**src/rtl/carrier_nco.sv**
```systemverilog
// carrier_nco: carrier NCO producing 3-bit cos/sin samples with epoch-aligned frequency correction
// Ports:
//   clk, rst        clock; asynchronous active-high reset
//   ce              sample enable, NCO advances only when high
//   corr_in         17-bit signed frequency correction from the loop filter
//   corr_valid      correction offered
//   corr_ready      one-deep correction slot is free
//   cos_out/sin_out quantized carrier samples (-2..2)
//   out_valid       samples updated this cycle
//   epoch           pulse on the last sample of each epoch
// Optional: define CARRIER_NCO_DITHER_EN to add LFSR phase dither ahead of the LUT.
module carrier_nco #(
  parameter int ACC_W = 32,
  parameter logic [ACC_W-1:0] FCW_NOM = 'h4000_0000,
  parameter int CORR_SHIFT = 8,
  parameter int EPOCH_LEN = 16368
) (
  input  logic              clk,
  input  logic              rst,
  input  logic              ce,
  input  logic signed [16:0] corr_in,
  input  logic              corr_valid,
  output logic              corr_ready,
  output logic signed [2:0] cos_out,
  output logic signed [2:0] sin_out,
  output logic              out_valid,
  output logic              epoch
);
  localparam int EP_W = (EPOCH_LEN > 1) ? $clog2(EPOCH_LEN) : 1;
  localparam logic [23:0] COS_LUT = 24'b010_001_111_110_110_111_001_010;
  localparam logic [23:0] SIN_LUT = 24'b111_110_110_111_001_010_010_001;
  logic [ACC_W-1:0] r_acc;
  logic [ACC_W-1:0] r_fcw_act;
  logic [16:0]      r_pend;
  logic             r_pend_full;
  logic [EP_W-1:0]  r_ep_cnt;
  logic [2:0]       w_bin;
  logic [4:0]       w_lut_idx;
  logic             w_bound;
  logic [ACC_W-1:0] w_fcw_eff;
  assign corr_ready = !r_pend_full;
  assign w_bound    = ce && (r_ep_cnt == EP_W'(EPOCH_LEN - 1));
  // Correction is sign-extended before shifting; the sum wraps modulo 2^ACC_W.
  assign w_fcw_eff  = FCW_NOM + (ACC_W'($signed(r_pend)) << CORR_SHIFT);
  assign w_lut_idx  = 5'(w_bin) * 5'd3;
`ifdef CARRIER_NCO_DITHER_EN
  logic [15:0]      r_lfsr;
  logic [ACC_W-1:0] w_dith;
  // Dither stays below one bin; only the LUT address sees it, never acc.
  assign w_dith = r_acc + (ACC_W'(r_lfsr[7:0]) << (ACC_W - 11));
  assign w_bin  = w_dith[ACC_W-1 -: 3];
  always_ff @(posedge clk or posedge rst) begin
    if (rst) r_lfsr <= 16'hACE1;
    else if (ce) r_lfsr <= {r_lfsr[14:0], r_lfsr[15] ^ r_lfsr[13] ^ r_lfsr[12] ^ r_lfsr[10]};
  end
`else
  assign w_bin = r_acc[ACC_W-1 -: 3];
`endif
  always_ff @(posedge clk or posedge rst) begin
    if (rst) begin
      r_acc       <= '0;
      r_fcw_act   <= FCW_NOM;
      r_pend      <= '0;
      r_pend_full <= 1'b0;
      r_ep_cnt    <= '0;
      cos_out     <= '0;
      sin_out     <= '0;
      out_valid   <= 1'b0;
      epoch       <= 1'b0;
    end else begin
      // A full slot at the boundary is drained; an offer on that edge is refused
      // because accept only happens while the slot is empty.
      if (w_bound && r_pend_full) begin
        r_fcw_act   <= w_fcw_eff;
        r_pend_full <= 1'b0;
      end else if (corr_valid && !r_pend_full) begin
        r_pend      <= corr_in;
        r_pend_full <= 1'b1;
      end
      out_valid <= ce;
      epoch     <= w_bound;
      if (ce) begin
        r_acc    <= r_acc + r_fcw_act;
        cos_out  <= COS_LUT[w_lut_idx +: 3];
        sin_out  <= SIN_LUT[w_lut_idx +: 3];
        r_ep_cnt <= w_bound ? '0 : r_ep_cnt + 1'b1;
      end
    end
  end
endmodule

```
**config.mk**
```make
export PLATFORM = sky130hd
export DESIGN_NAME = carrier_nco
export DESIGN_NICKNAME = d
export VERILOG_FILES = /design/src/rtl/carrier_nco.sv
export SDC_FILE = /design/constraint.sdc
export NUM_CORES = 1
export LEC_CHECK = 0
export BUFFER_PORTS_ARGS = -buffer_cell sky130_fd_sc_hd__buf_2
export CAP_MARGIN = 10
export CELL_PAD_IN_SITES_DETAIL_PLACEMENT = 2
export CELL_PAD_IN_SITES_GLOBAL_PLACEMENT = 2
export CORE_ASPECT_RATIO = 0.8
export CORE_MARGIN = 10
export CORE_UTILIZATION = 30
export CTS_BUF_LIST = sky130_fd_sc_hd__clkbuf_4 sky130_fd_sc_hd__clkbuf_8
export DETAILED_ROUTE_END_ITERATION = 12
export PLACE_DENSITY = 0.7
export SLEW_MARGIN = 20
export SYNTH_ARGS = -nofsm -noshare
export SYNTH_HDL_FRONTEND = slang
export SYNTH_SLANG_ARGS = --single-unit
```
**constraint.sdc**
```tcl
create_clock -name clk -period 5.9 [get_ports clk]
set_input_delay 0.59 -clock clk [delete_from_list [all_inputs] [get_ports clk]]
set_output_delay 0.59 -clock clk [all_outputs]
set_load 0.02 [all_outputs]
```
==> flow_metrics.env, run 1 <==
export IMPL_synth_edf_count=0
export IMPL_core_area_mm2=0.0149
export IMPL_fin_setup_tns_ns=0
export IMPL_ctsHoldBuffers=0
export IMPL_startpoint_type="register"
export IMPL_synth_nets=457
export IMPL_slew_limit_headroom_pct=39.5
export IMPL_synth_cell_area_mm2=0.00453
export IMPL_seq_area_frac_synth_pct=45.4
export IMPL_final_cell_mix="dfrtp_1 (81), mux2_2 (34), buf_2 (29)"
export IMPL_syn2layout_area_growth_pct=10.7
export IMPL_postRouteWirelength_um=11100
export IMPL_dr_pass1_iters=4
export IMPL_clk_path_buf_depth=2
export IMPL_worst_slew_pin_slew_ns=0.907
export IMPL_cp_arrival_ns=3.07
export IMPL_start_util_pct=30.3
export IMPL_drc=0
export IMPL_met1_length_um=5350
export IMPL_gr_total_overflow=0
export IMPL_p_total_uw=1150
export IMPL_wl_met2_um=5300
export IMPL_via_count=3219
export IMPL_grt_pass1_vias=3518
export IMPL_row_count=40
export IMPL_clockRootBuffer="clkbuf_8"
export IMPL_antenna_cells=0
export IMPL_drv_slew=0
export IMPL_nets=479
export IMPL_max_vdd_ir_drop_v=0.000124
export IMPL_num_io_pins=30
export IMPL_cp_max_fo=4
export IMPL_status="completed"
export IMPL_gp_congestion=0.790
export IMPL_setup_viol=0
export IMPL_fmax_ghz=0.352
export IMPL_hold_slack_ns=0.383
export IMPL_hold_viol=0
export IMPL_post_route_util_pct=33.6
export IMPL_antenna_left=0
export IMPL_dieArea_mm2=0.0204
export IMPL_dpl_hpwl_um=8200
export IMPL_syn_avg_cell_area_um2=11.1
export IMPL_grt_usage_pct=11.7
export IMPL_ys_ff_latch=82
export IMPL_clock_sinks=82
export IMPL_hold_class="input port to asynchronous set/reset pin"
export IMPL_required_ns=6.13
export IMPL_wl_per_cell_um=17.7
export IMPL_insertion_delay_ns=0.38
export IMPL_cts_resized=0
export IMPL_worst_setup_path_type="register to register"
export IMPL_yosysUniqueCellTypes=52
export IMPL_end_kind="register"
export IMPL_antenna_found_initial=0
export IMPL_drive_above_1_share_pct=24.1
export IMPL_top_layer="met4"
export IMPL_final_common_cell="dfrtp_1"
export IMPL_synthArstFlopShare_pct=100
export IMPL_period_minus_slack_ns=2.84
export IMPL_drt_iter0_markers=135
export IMPL_die_h_um=130
export IMPL_dr_wl_met3_um=275
export IMPL_cts_tree="built"
export IMPL_yosys_warnings=0
export IMPL_p_leak_uw=0.00243
export IMPL_clk_pin_slew_ns=0.08
export IMPL_grt_pass1_wl_um=19000
export IMPL_die_width_um=157
export IMPL_h_tree_depth=3
export IMPL_p_per_area_mw_per_mm2=230
export IMPL_cts_inserted_buffers=9
export IMPL_io_buffers=29
export IMPL_synth_cells=409
export IMPL_clock_skew_ns=0.0159
export IMPL_rsz0062_at_grt="no"
export IMPL_grt_max_degree=83
export IMPL_cap_violations=0
export IMPL_cts_setup_buffers=0
export IMPL_fin_crit_sh_pct=48.2
export IMPL_vias_per_cell=5.15
export IMPL_yosys_most_used_dff="dfrtp_1"
## where the power goes
part	switching [uW]	total, uW	internal (uW)	leakage (uW)
registers	37.6	644	607	0.00107
clock network	204	371	167	0.0000910
logic	76.0	135	58.6	0.00127
total	318	1150	832	0.00243
## cell type report
type                       count  area [um^2]
tap                          189          236
multi-input combinational    292         2320
inverter                      14         53.8
clock buffer                  12          146
sequential                    82         2050
timing repair buffer          32          171
clock inverter                 4         26.3
fill                        1634         9900
## cells in the mapped netlist (6+ instances only)
library cell	count	area, um^2
a21o_1	13	97.6
a21oi_1	26	130
a31oi_1	7	43.8
and3_1	6	37.5
clkbuf_1	15	56.3
dfrtp_1	81	2030
ha_1	26	325
inv_1	14	52.6
mux2_2	34	383
mux2_4	17	255
nand2_1	23	86.3
nand3_1	11	55.1
nand4_1	11	68.8
nor2_1	20	75.1
o21ai_0	14	70.1
xnor2_1	19	166
xor2_1	9	78.8
## layer usage
metal	track usage [%]	up-vias
li1	-	1535
met1	14.9	1648
met2	18.6	27
met3	2.86	9
met4	4.77	0
met5	0	-
## state kept, by name, indices dropped and copies added, names as in the netlist
name and count:
out_valid 1, r_acc 24, sin_out 3, epoch 1, r_pend_full 1, r_ep_cnt 14, r_pend 17, cos_out 3
r_fcw_act 18
## per-stage QoR
| step | std cells | setup WS [ns] | area [um^2] |
|---|---|---|---|
| after global placement | 609 | 2.85 | 4830 |
| after floorplan | 409 | 3.20 | 4530 |
| after detailed placement | 609 | 2.67 | 4830 |
| final | 625 | 3.06 | 5010 |
| after CTS | 625 | 3.04 | 5010 |
| after global routing | 625 | 2.83 | 5010 |
## worst max-delay path, cell delays in order (launching register included)
cell and delay [ns]:
dfrtp_1 0.38, ha_1 0.22, fa_1 0.40, a21o_1 0.22
a221oi_2 0.44, o22ai_1 0.20, o311ai_0 0.49, a311o_1 0.25
o211ai_1 0.08
## final timing paths
check | startpoint | depth (start not counted) | endpoint | slack (ns)
max in group asynchronous | rst | 3 | r_acc[17] | 4.93
min in group clk | corr_valid | 2 | r_pend_full | 0.43
setup reg to reg | r_acc[8] | 8 | r_acc[30] | 3.06
setup / recovery | r_acc[8] | 8 | r_acc[30] | 3.06
hold reg to reg | r_pend[16] | 1 | r_fcw_act[30] | 0.48
hold / removal | rst | 3 | r_pend[14] | 0.38
## kinds of logic after synthesis
logic type / count (synthesis) / share of synthesized area (%)
compound gates: 90 / 13.0
fa+ha+maj: 27 / 7.63
buf+inv: 35 / 3.29
mux: 53 / 14.5
flops: 82 / 45.4
simple gates: 94 / 10.7
xor+xnor: 28 / 5.42
Power figures use the tool's default switching activity.
==> inputs of run 2 (changes only) <==
--- a/config.mk
+++ b/config.mk
@@ -5,6 +5,7 @@
 export SDC_FILE = /design/constraint.sdc
 export NUM_CORES = 1
 export LEC_CHECK = 0
+export ABC_AREA = 1
 export BUFFER_PORTS_ARGS = -buffer_cell sky130_fd_sc_hd__buf_2
 export CAP_MARGIN = 10
 export CELL_PAD_IN_SITES_DETAIL_PLACEMENT = 2
@@ -14,7 +15,7 @@
 export CORE_UTILIZATION = 30
 export CTS_BUF_LIST = sky130_fd_sc_hd__clkbuf_4 sky130_fd_sc_hd__clkbuf_8
 export DETAILED_ROUTE_END_ITERATION = 12
-export PLACE_DENSITY = 0.7
+export PLACE_DENSITY = 0.77
 export SLEW_MARGIN = 20
 export SYNTH_ARGS = -nofsm -noshare
 export SYNTH_HDL_FRONTEND = slang
==> constraint.sdc (replaced) <==
create_clock -name clk -period 2.64 [get_ports clk]
set_input_delay 0.264 -clock clk [delete_from_list [all_inputs] [get_ports clk]]
set_output_delay 0.264 -clock clk [all_outputs]
set_load 0.02 [all_outputs]
==> run 2 against run 1 <==
  * Final area grew 14%
  * Cell count grew 51%
  * Via count grew 43%
==> flow_metrics.env, run 2 <==
export IMPL_cts_tree="built"
export IMPL_required_ns=2.90
export IMPL_antenna_left=0
export IMPL_core_area_mm2=0.0167
export IMPL_setup_viol=0
export IMPL_end_kind="register"
export IMPL_fillCellCount=1970
export IMPL_yosysTopAreaCell="dfrtp_1"
export IMPL_h_tree_depth=3
export IMPL_rsz0062_at_grt="no"
export IMPL_p_per_area_mw_per_mm2=631
export IMPL_yosysUniqueCellTypes=39
export IMPL_nets=769
export IMPL_slew_limit_headroom_pct=59.6
export IMPL_hold_slack_ns=0.120
export IMPL_gp_congestion=0.829
export IMPL_max_vdd_ir_drop_v=0.000325
export IMPL_fin_crit_sh_pct=82.8
export IMPL_cts_resized=0
export IMPL_gr_max_usage_layer="met2"
export IMPL_drv_slew=0
export IMPL_final_common_cell="nand2_1"
export IMPL_status="completed"
export IMPL_dpl_hpwl_um=12600
export IMPL_gr_total_overflow=0
export IMPL_synthArstFlopShare_pct=100
export IMPL_grt_use_met2_pct=24.2
export IMPL_synth_cell_area_mm2=0.00512
export IMPL_postRouteWirelength_um=15900
export IMPL_syn_avg_cell_area_um2=7.41
export IMPL_clock_skew_ns=0.00966
export IMPL_fmax_ghz=0.457
export IMPL_cts_setup_buffers=0
export IMPL_seq_area_frac_synth_pct=40.1
export IMPL_clk_path_buf_depth=2
export IMPL_synth_edf_count=0
export IMPL_dr_pass1_iters=4
export IMPL_finalNonFillerCells=946
export IMPL_insertion_delay_ns=0.37
export IMPL_die_h_um=137
export IMPL_hold_class="input port to register"
export IMPL_worst_setup_path_type="register to register"
export IMPL_drc=0
export IMPL_place_area_mm2=0.00550
export IMPL_antenna_cells=0
export IMPL_num_io_pins=30
export IMPL_final_cell_mix="nand2_1 (253), inv_1 (97), dfrtp_1 (81)"
export IMPL_cp_max_fo=5
export IMPL_top_register="r_acc"
export IMPL_dieArea_mm2=0.0227
export IMPL_cp_arrival_ns=2.45
export IMPL_largest_reg_flops=24
export IMPL_clockRootBuffer="clkbuf_8"
export IMPL_yosysMostFrequentCell="nand2_1"
export IMPL_crit_chain="ha_1, nand2_1, nor2_1, nand2_1, nor2_1, nand2_1, nand3_1, nand3_1, nand2_1, inv_1"
export IMPL_synth_area_leaders="dfrtp_1 (40%), nand2_1 (19%), inv_1 (7.2%)"
export IMPL_synth_nets=739
export IMPL_grt_max_degree=50
export IMPL_synth_cells=691
export IMPL_drive_above_1_share_pct=12.7
export IMPL_wl_per_cell_um=16.8
export IMPL_cts_inserted_buffers=9
export IMPL_critPathSlowestCell="dfrtp_1"
export IMPL_cap_violations=0
export IMPL_grt_pass1_vias=5056
export IMPL_antenna_found_initial=0
export IMPL_startpoint_type="register"
export IMPL_max_stage_delay_ns=0.41
export IMPL_grtUsageMet1_pct=18.1
export IMPL_clk_pin_slew_ns=0.09
export IMPL_finalInstanceArea_mm2=0.00571
export IMPL_synth_common_cells="nand2_1 (253), inv_1 (98), dfrtp_1 (81)"
export IMPL_crit_family="simple AND/OR/NAND/NOR gates"
export IMPL_ys_ff_latch=82
export IMPL_syn2layout_area_growth_pct=11.4
export IMPL_top_regs="r_acc x24, r_fcw_act x18, r_pend x17"
export IMPL_synth_top_area_share_pct=39.6
export IMPL_hold_viol=0
export IMPL_vias_per_cell=4.86
export IMPL_row_count=42
export IMPL_die_width_um=166
export IMPL_seq_area_mm2=0.00205
export IMPL_via_count=4596
export IMPL_drt_iter0_markers=148
export IMPL_worst_slew_pin_slew_ns=0.605
export IMPL_io_buffers=29
export IMPL_fin_setup_tns_ns=0
export IMPL_grt_pass1_wl_um=26100
export IMPL_yosys_most_used_dff="dfrtp_1"
export IMPL_period_minus_slack_ns=2.19
export IMPL_grt_usage_pct=14.1
export IMPL_start_util_pct=30.8
export IMPL_path_buf_inv=1
export IMPL_dp_cells=929
export IMPL_grtUsageMet3_pct=2.41
export IMPL_yosys_warnings=0
export IMPL_multiInputGateArea_mm2=0.00261
export IMPL_path_common_cell="nand2_1"
export IMPL_p_leak_uw=0.00315
export IMPL_clock_sinks=82
-- run 2: where the power goes --
group | switching, uW | internal (uW)
combinational | 671 | 378
clock | 491 | 426
sequential | 199 | 1430
total | 1360 | 2240
-- run 2: area by class of cell --
type	instances	share of cell area, %
Timing Repair Buffer	33	3.33
Clock buffer	12	2.89
Sequential cell	82	36.0
Tap cell	220	4.82
Inverter	100	6.60
Clock inverter	4	0.548
Multi-Input combinational cell	495	45.8
-- run 2: final timing paths --
kind / startpoint / to / slack, ns / cells past startpoint
hold reg to reg: r_pend[1] / r_fcw_act[9] / 0.48 / 2
hold / removal: corr_in[15] / r_pend[15] / 0.12 / 2
setup reg to reg: r_acc[17] / r_acc[31] / 0.45 / 10
min in group asynchronous: rst / r_ep_cnt[0] / 0.50 / 3
setup / recovery: r_acc[17] / r_acc[31] / 0.45 / 10
max in group asynchronous: rst / r_fcw_act[30] / 1.40 / 4
-- run 2: kinds of logic after synthesis --
kind of cell    count (synthesis)  synth area share, %
flops                          82                 40.1
compound gates                 55                 5.98
buf+inv                       114                 8.91
simple gates                  388                 33.2
mux                            17                 3.74
fa+ha+maj                      27                 6.74
xor+xnor                        8                 1.37
-- run 2: metrics by stage --
step                total power [uW]  utilization, %  worst slack [ns]
detailed placement              2720            33.0             0.478
finish                          3600            34.2             0.453
global placement                2630            33.0             0.558
CTS                             3660            34.2             0.455
global route                    3860            34.2             0.260
floorplan                       2370               -             0.269
-- run 2: layer usage --
layer / vias to the layer above / wire length (um)
li1: 2236 / -
met1: 2308 / 7670
met2: 44 / 7620
met3: 8 / 473
met4: 0 / 131
met5: - / 0
-- run 2: timing repair --
action	in CTS	in global routing
hold endpoints to repair	33	0
hold buffers	1	0
endpoints found under the setup margin	0	0
